### src/rtl/vga_axil_regfile.sv
// vga_axil_regfile: parametrised AXI4-Lite slave register file with per-byte
// strobes, read-only status registers, independent AW/W acceptance and SLVERR.
module vga_axil_regfile #(
    parameter int unsigned         ADDR_WIDTH = 32,
    parameter int unsigned         DATA_WIDTH = 32,
    parameter int unsigned         NUM_REGS   = 8,
    parameter logic [NUM_REGS-1:0] RO_MASK    = '0
) (
    input  logic                           clk_i,
    input  logic                           rst_i,
    input  logic [ADDR_WIDTH-1:0]          awaddr_i,
    input  logic                           awvalid_i,
    output logic                           awready_o,
    input  logic [DATA_WIDTH-1:0]          wdata_i,
    input  logic [DATA_WIDTH/8-1:0]        wstrb_i,
    input  logic                           wvalid_i,
    output logic                           wready_o,
    output logic [1:0]                     bresp_o,
    output logic                           bvalid_o,
    input  logic                           bready_i,
    input  logic [ADDR_WIDTH-1:0]          araddr_i,
    input  logic                           arvalid_i,
    output logic                           arready_o,
    output logic [DATA_WIDTH-1:0]          rdata_o,
    output logic [1:0]                     rresp_o,
    output logic                           rvalid_o,
    input  logic                           rready_i,
    output logic [NUM_REGS*DATA_WIDTH-1:0] regs_o,
    output logic [NUM_REGS-1:0]            wr_pulse_o,
    input  logic [NUM_REGS*DATA_WIDTH-1:0] status_i
);

    localparam int unsigned STRB_W = DATA_WIDTH / 8;
    localparam int unsigned OFFSET = $clog2(STRB_W);
    localparam int unsigned IDX_W  = ADDR_WIDTH - OFFSET;
    localparam logic [1:0]  OKAY   = 2'b00;
    localparam logic [1:0]  SLVERR = 2'b10;

    logic [DATA_WIDTH-1:0] r_regs [NUM_REGS];
    logic                  r_aw_held;
    logic [ADDR_WIDTH-1:0] r_aw_addr;
    logic                  r_w_held;
    logic [DATA_WIDTH-1:0] r_w_data;
    logic [STRB_W-1:0]     r_w_strb;
    logic                  r_bvalid;
    logic [1:0]            r_bresp;
    logic [NUM_REGS-1:0]   r_wr_pulse;
    logic                  r_rvalid;
    logic [DATA_WIDTH-1:0] r_rdata;
    logic [1:0]            r_rresp;

    logic                  w_aw_hs;
    logic                  w_w_hs;
    logic                  w_ar_hs;
    logic                  w_commit;
    logic [ADDR_WIDTH-1:0] w_waddr;
    logic [DATA_WIDTH-1:0] w_wdata;
    logic [STRB_W-1:0]     w_wstrb;
    logic [IDX_W-1:0]      w_widx;
    logic [IDX_W-1:0]      w_ridx;
    logic [NUM_REGS-1:0]   w_wsel;
    logic [NUM_REGS-1:0]   w_rsel;
    logic                  w_wok;
    logic [DATA_WIDTH-1:0] w_rdata;
    logic                  w_unused_lsbs;

    assign awready_o  = !r_aw_held && !r_bvalid;
    assign wready_o   = !r_w_held && !r_bvalid;
    assign arready_o  = !r_rvalid;
    assign bvalid_o   = r_bvalid;
    assign bresp_o    = r_bresp;
    assign rvalid_o   = r_rvalid;
    assign rdata_o    = r_rdata;
    assign rresp_o    = r_rresp;
    assign wr_pulse_o = r_wr_pulse;

    assign w_aw_hs  = awvalid_i && awready_o;
    assign w_w_hs   = wvalid_i && wready_o;
    assign w_ar_hs  = arvalid_i && arready_o;
    // A held slot or a same-cycle handshake both count as available.
    assign w_commit = (r_aw_held || w_aw_hs) && (r_w_held || w_w_hs);
    assign w_waddr  = r_aw_held ? r_aw_addr : awaddr_i;
    assign w_wdata  = r_w_held ? r_w_data : wdata_i;
    assign w_wstrb  = r_w_held ? r_w_strb : wstrb_i;
    assign w_widx   = w_waddr[ADDR_WIDTH-1:OFFSET];
    assign w_ridx   = araddr_i[ADDR_WIDTH-1:OFFSET];
    assign w_wok    = |(w_wsel & ~RO_MASK);

    // Sub-word address bits carry no meaning; accesses act as aligned.
    assign w_unused_lsbs = ^{w_waddr[OFFSET-1:0], araddr_i[OFFSET-1:0]};

    // Decode write/read indices into one-hot selects; out-of-range gives zero.
    always_comb begin
        w_wsel = '0;
        w_rsel = '0;
        for (int unsigned i = 0; i < NUM_REGS; i++) begin
            if (w_widx == IDX_W'(i)) w_wsel[i] = 1'b1;
            if (w_ridx == IDX_W'(i)) w_rsel[i] = 1'b1;
        end
    end

    // Read mux: RO registers return live status, RW return stored value.
    always_comb begin
        w_rdata = '0;
        for (int unsigned i = 0; i < NUM_REGS; i++) begin
            if (w_rsel[i]) begin
                w_rdata = RO_MASK[i] ? status_i[i*DATA_WIDTH +: DATA_WIDTH] : r_regs[i];
            end
        end
    end

    // Flatten the register array onto regs_o.
    always_comb begin
        regs_o = '0;
        for (int unsigned i = 0; i < NUM_REGS; i++) begin
            regs_o[i*DATA_WIDTH +: DATA_WIDTH] = r_regs[i];
        end
    end

    // Write path: AW/W holding slots, commit with byte strobes, B response.
    always_ff @(posedge clk_i or posedge rst_i) begin
        if (rst_i) begin
            for (int unsigned i = 0; i < NUM_REGS; i++) r_regs[i] <= '0;
            r_aw_held  <= 1'b0;
            r_aw_addr  <= '0;
            r_w_held   <= 1'b0;
            r_w_data   <= '0;
            r_w_strb   <= '0;
            r_bvalid   <= 1'b0;
            r_bresp    <= OKAY;
            r_wr_pulse <= '0;
        end else begin
            r_wr_pulse <= '0;
            if (w_commit) begin
                r_aw_held  <= 1'b0;
                r_w_held   <= 1'b0;
                r_bvalid   <= 1'b1;
                r_bresp    <= w_wok ? OKAY : SLVERR;
                r_wr_pulse <= w_wsel & ~RO_MASK;
                for (int unsigned i = 0; i < NUM_REGS; i++) begin
                    if (w_wsel[i] && !RO_MASK[i]) begin
                        for (int unsigned b = 0; b < STRB_W; b++) begin
                            if (w_wstrb[b]) r_regs[i][b*8 +: 8] <= w_wdata[b*8 +: 8];
                        end
                    end
                end
            end else begin
                if (w_aw_hs) begin
                    r_aw_held <= 1'b1;
                    r_aw_addr <= awaddr_i;
                end
                if (w_w_hs) begin
                    r_w_held <= 1'b1;
                    r_w_data <= wdata_i;
                    r_w_strb <= wstrb_i;
                end
                if (r_bvalid && bready_i) r_bvalid <= 1'b0;
            end
        end
    end

    // Read path: latch data/response on AR handshake, hold until R handshake.
    always_ff @(posedge clk_i or posedge rst_i) begin
        if (rst_i) begin
            r_rvalid <= 1'b0;
            r_rdata  <= '0;
            r_rresp  <= OKAY;
        end else if (w_ar_hs) begin
            r_rvalid <= 1'b1;
            r_rdata  <= w_rdata;
            r_rresp  <= (|w_rsel) ? OKAY : SLVERR;
        end else if (r_rvalid && rready_i) begin
            r_rvalid <= 1'b0;
        end
    end

endmodule

### config.mk
export PLATFORM = sky130hd
export DESIGN_NAME = vga_axil_regfile
export DESIGN_NICKNAME = d
export VERILOG_FILES = /design/src/rtl/vga_axil_regfile.sv
export SDC_FILE = /design/constraint.sdc
export NUM_CORES = 1
export LEC_CHECK = 0
export ABC_AREA = 1
export BUFFER_PORTS_ARGS = -buffer_cell sky130_fd_sc_hd__buf_4
export CAP_MARGIN = 20
export CORE_AREA = 2 2 262 264
export CTS_BUF_LIST = sky130_fd_sc_hd__clkbuf_4
export DETAILED_ROUTE_END_ITERATION = 10
export DIE_AREA = 0 0 264 266
export PLACE_DENSITY = 0.48
export SETUP_SLACK_MARGIN = 0.4
export SLEW_MARGIN = 20
export SYNTH_ARGS = -nofsm -noshare
export SYNTH_HDL_FRONTEND = slang
export SYNTH_SLANG_ARGS = --single-unit
### constraint.sdc
create_clock -name clk_i -period 14.2 [get_ports clk_i]
set_input_delay 1.42 -clock clk_i [delete_from_list [all_inputs] [get_ports clk_i]]
set_output_delay 1.42 -clock clk_i [all_outputs]
set_load 0.005 [all_outputs]
==> impl_metrics.tcl <==
set metrics [dict create \
    drt_iter0_markers 1250 \
    dr_total_vias 15576 \
    port_buffers 405 \
    wire_per_inst_um 20.2 \
    start_kind "input pin" \
    fin_tns_setup_ps 0 \
    synth_edf_count 0 \
    clock_skew_ps 45.9 \
    core_area_um2 67700 \
    yosysUniqueCellTypes 40 \
    synth_area_um2 16900 \
    pin_count 668 \
    cts_max_level 3 \
    drive_gt1_share_pct 29.4 \
    cts_max_path_buffers 3 \
    area_delta_synth_final_pct 31.3 \
    synthArstFlopShare_pct 100 \
    grt_max_degree 107 \
    antenna_found_initial 11 \
    worst_path_largest_cell_delay_ps 750 \
    max_cap_viol_count 0 \
    end_kind "flop" \
    start_util_pct 24.9 \
    crit_fanout 64 \
    clkSinkCount 368 \
    cts_tree "yes" \
    tightest_slew_ps 1130 \
    rows 96 \
    drc 0 \
    critPathBufInv 4 \
    post_cts_buffers 0 \
    dieArea_um2 70200 \
    ys_seq_area_share_pct 54.6 \
    die_w_um 264 \
    p_per_area_nw_per_um2 124 \
    setup_viol 0 \
    synth.avg_cell_area_um2 8.70 \
    utilization_pct 32.7 \
    critPathArrivalTime_ps 4720 \
    yosysWarnings 0 \
    grt_overflow 0 \
    crit_type "in -> reg" \
    maxSlewHeadroom_pct 24.8 \
    cts_made_buffers 110 \
    post-route-min-period_ps 3980 \
    die_h_um 266 \
    synth_area_leader_cell "dfrtp_1" \
    dpl-instance-area_um2 20700 \
    hold_class "reg -> reg" \
    ant_nets 0 \
    cts_root_buffer "clkbuf_4" \
    vias_per_cell 4.64 \
    fin_area_um2 22100 \
    crit_family "simple AND/OR/NAND/NOR gates" \
    slew_viol_final 0 \
    hold_viol_final 0 \
    ir_drop_mv 0.0539 \
    yosys-top-cells-area "dfrtp_1 (55%), nand2_1 (13%), o21ai_1 (5.8%)" \
    cp_slowest_cell "nor3_1" \
    post_cts_resized 0 \
    nets 2740 \
    dr.pass1.iters 7 \
    dp_hpwl_um 48900 \
    synth_top_area_share_pct 54.6 \
    crit_top_cell "nand2_1" \
    synth_ff_type "dfrtp_1" \
    synth-seq-cells 368 \
    fmax_ghz 0.251 \
    grt_use_total_pct 18.9 \
    clkLatencyLatePin_ps 870 \
    place.gp.congestion 0.843 \
    path_cells "buf_4, inv_1, nand2_1, nor2_1, nand2_1, nor2_4, buf_4, buf_4, nand2_1, nor3_1, a21oi_1, nand2_1, nand2_1, nand2_1, nand2_1" \
    outcome "finished clean" \
    static-leakage-power_nw 10.8 \
    ctsHoldBuffers 0 \
    period_share_pct 28.0 \
    wl_um 67700 \
    grt_pass1_vias 15040 \
    grt_first_pass_wirelength_um 98500 \
    synth_cells 1938 \
    cp.required_ps 14940 \
    rsz0062_at_grt "no" \
    cts.clk_slew.worst_paths_ps 60 \
]
[where the power goes]
| part | internal, W | switching [W] | total, W |
|---|---|---|---|
| logic | 0.000136 | 0.000339 | 0.000475 |
| clock network | 0.000549 | 0.000505 | 0.00105 |
| registers | 0.00115 | 0.0000640 | 0.00121 |
[cell type report]
cell class / instances / area, µm²
Tap cell: 882 / 1100
Fill cell: 7258 / 45600
Multi-Input combinational cell: 1350 / 6730
Antenna cell: 3 / 7.51
Timing Repair Buffer: 420 / 3160
Clock buffer: 164 / 1230
Inverter: 127 / 484
Clock inverter: 41 / 214
Sequential cell: 368 / 9210
[stage by stage]
step,std cells,setup WS (ps),total power [W],hold slack [ps]
2_1_floorplan,1939,2560,0.00152,453
3_3_place_gp,3147,9430,0.00170,463
3_5_place_dp,3147,9390,0.00171,468
4_1_cts,3352,10350,0.00280,486
5_1_grt,3353,9980,0.00292,501
6_report,3355,10220,0.00274,483
[cell usage after synthesis (9+ instances only)]
cell type  instances
dfrtp_1          368
nor4_1            10
nand4_1           65
o21ai_2           36
clkbuf_1          38
buf_2             28
mux2_2            23
nor2_1           101
nor3_1            10
inv_1            121
buf_1             10
nand2_1          572
nor2_4             9
nand2_2           11
nand3_2            9
o21ai_0          110
buf_6             11
nand3_1          140
a21oi_1           11
o21ai_1          194
[registers in the layout, summed over array words and instances (netlist names)]
register and count:
r_aw_addr 30, bvalid_o 1, r_w_strb 4, rresp_o 1, wr_pulse_o 8, regs_o 256
bresp_o 1, r_aw_held 1, rdata_o 32, r_w_data 32, rvalid_o 1, r_w_held 1
[path summary, 6_finish.rpt]
check / from / endpoint / slack, ps / depth (start not counted)
max in group asynchronous: rst_i / regs_o[233] / 11290 / 4
min in group asynchronous: rst_i / regs_o[88] / 710 / 2
min reg2reg: r_w_data[14] / r_w_data[14] / 480 / 2
max: araddr_i[20] / rdata_o[18] / 10220 / 15
min: r_w_data[14] / r_w_data[14] / 480 / 2
max reg2reg: r_aw_held / regs_o[118] / 10810 / 8
[worst register-to-register path, delay by kind of cell, from the launching register on]
kind                   cells  cell delay [ps]
AOI/OAI and AO/OA          1               70
buffers and inverters      1              150
DFF                        1              780
and+or+nand+nor            6             2210
[cell families after synthesis]
kind of cell / synth area share (%)
simple gates: 26.2
flops: 54.6
compound gates: 11.3
buf+inv: 5.82
mux: 2.01
other cells: 0.0223
[placed cells by master, fill, tap and decap left out, types with 12 or more instances in the layout]
cell / instances
buf_4: 419
clkbuf_4: 164
clkinv_1: 31
dfrtp_1: 368
inv_1: 119
mux2_2: 23
nand2_1: 570
nand2_2: 12
nand3_1: 140
nand4_1: 65
nor2_1: 96
nor2_4: 14
o21ai_0: 110
o21ai_1: 194
o21ai_2: 36
[per-layer routing]
layer	global-route usage [%]	wire, µm
met1	24.5	29500
met3	6.04	5750
met2	29.4	30500
met4	6.82	1910
met5	0	88
Note: power is estimated with default switching activity, not from simulation.
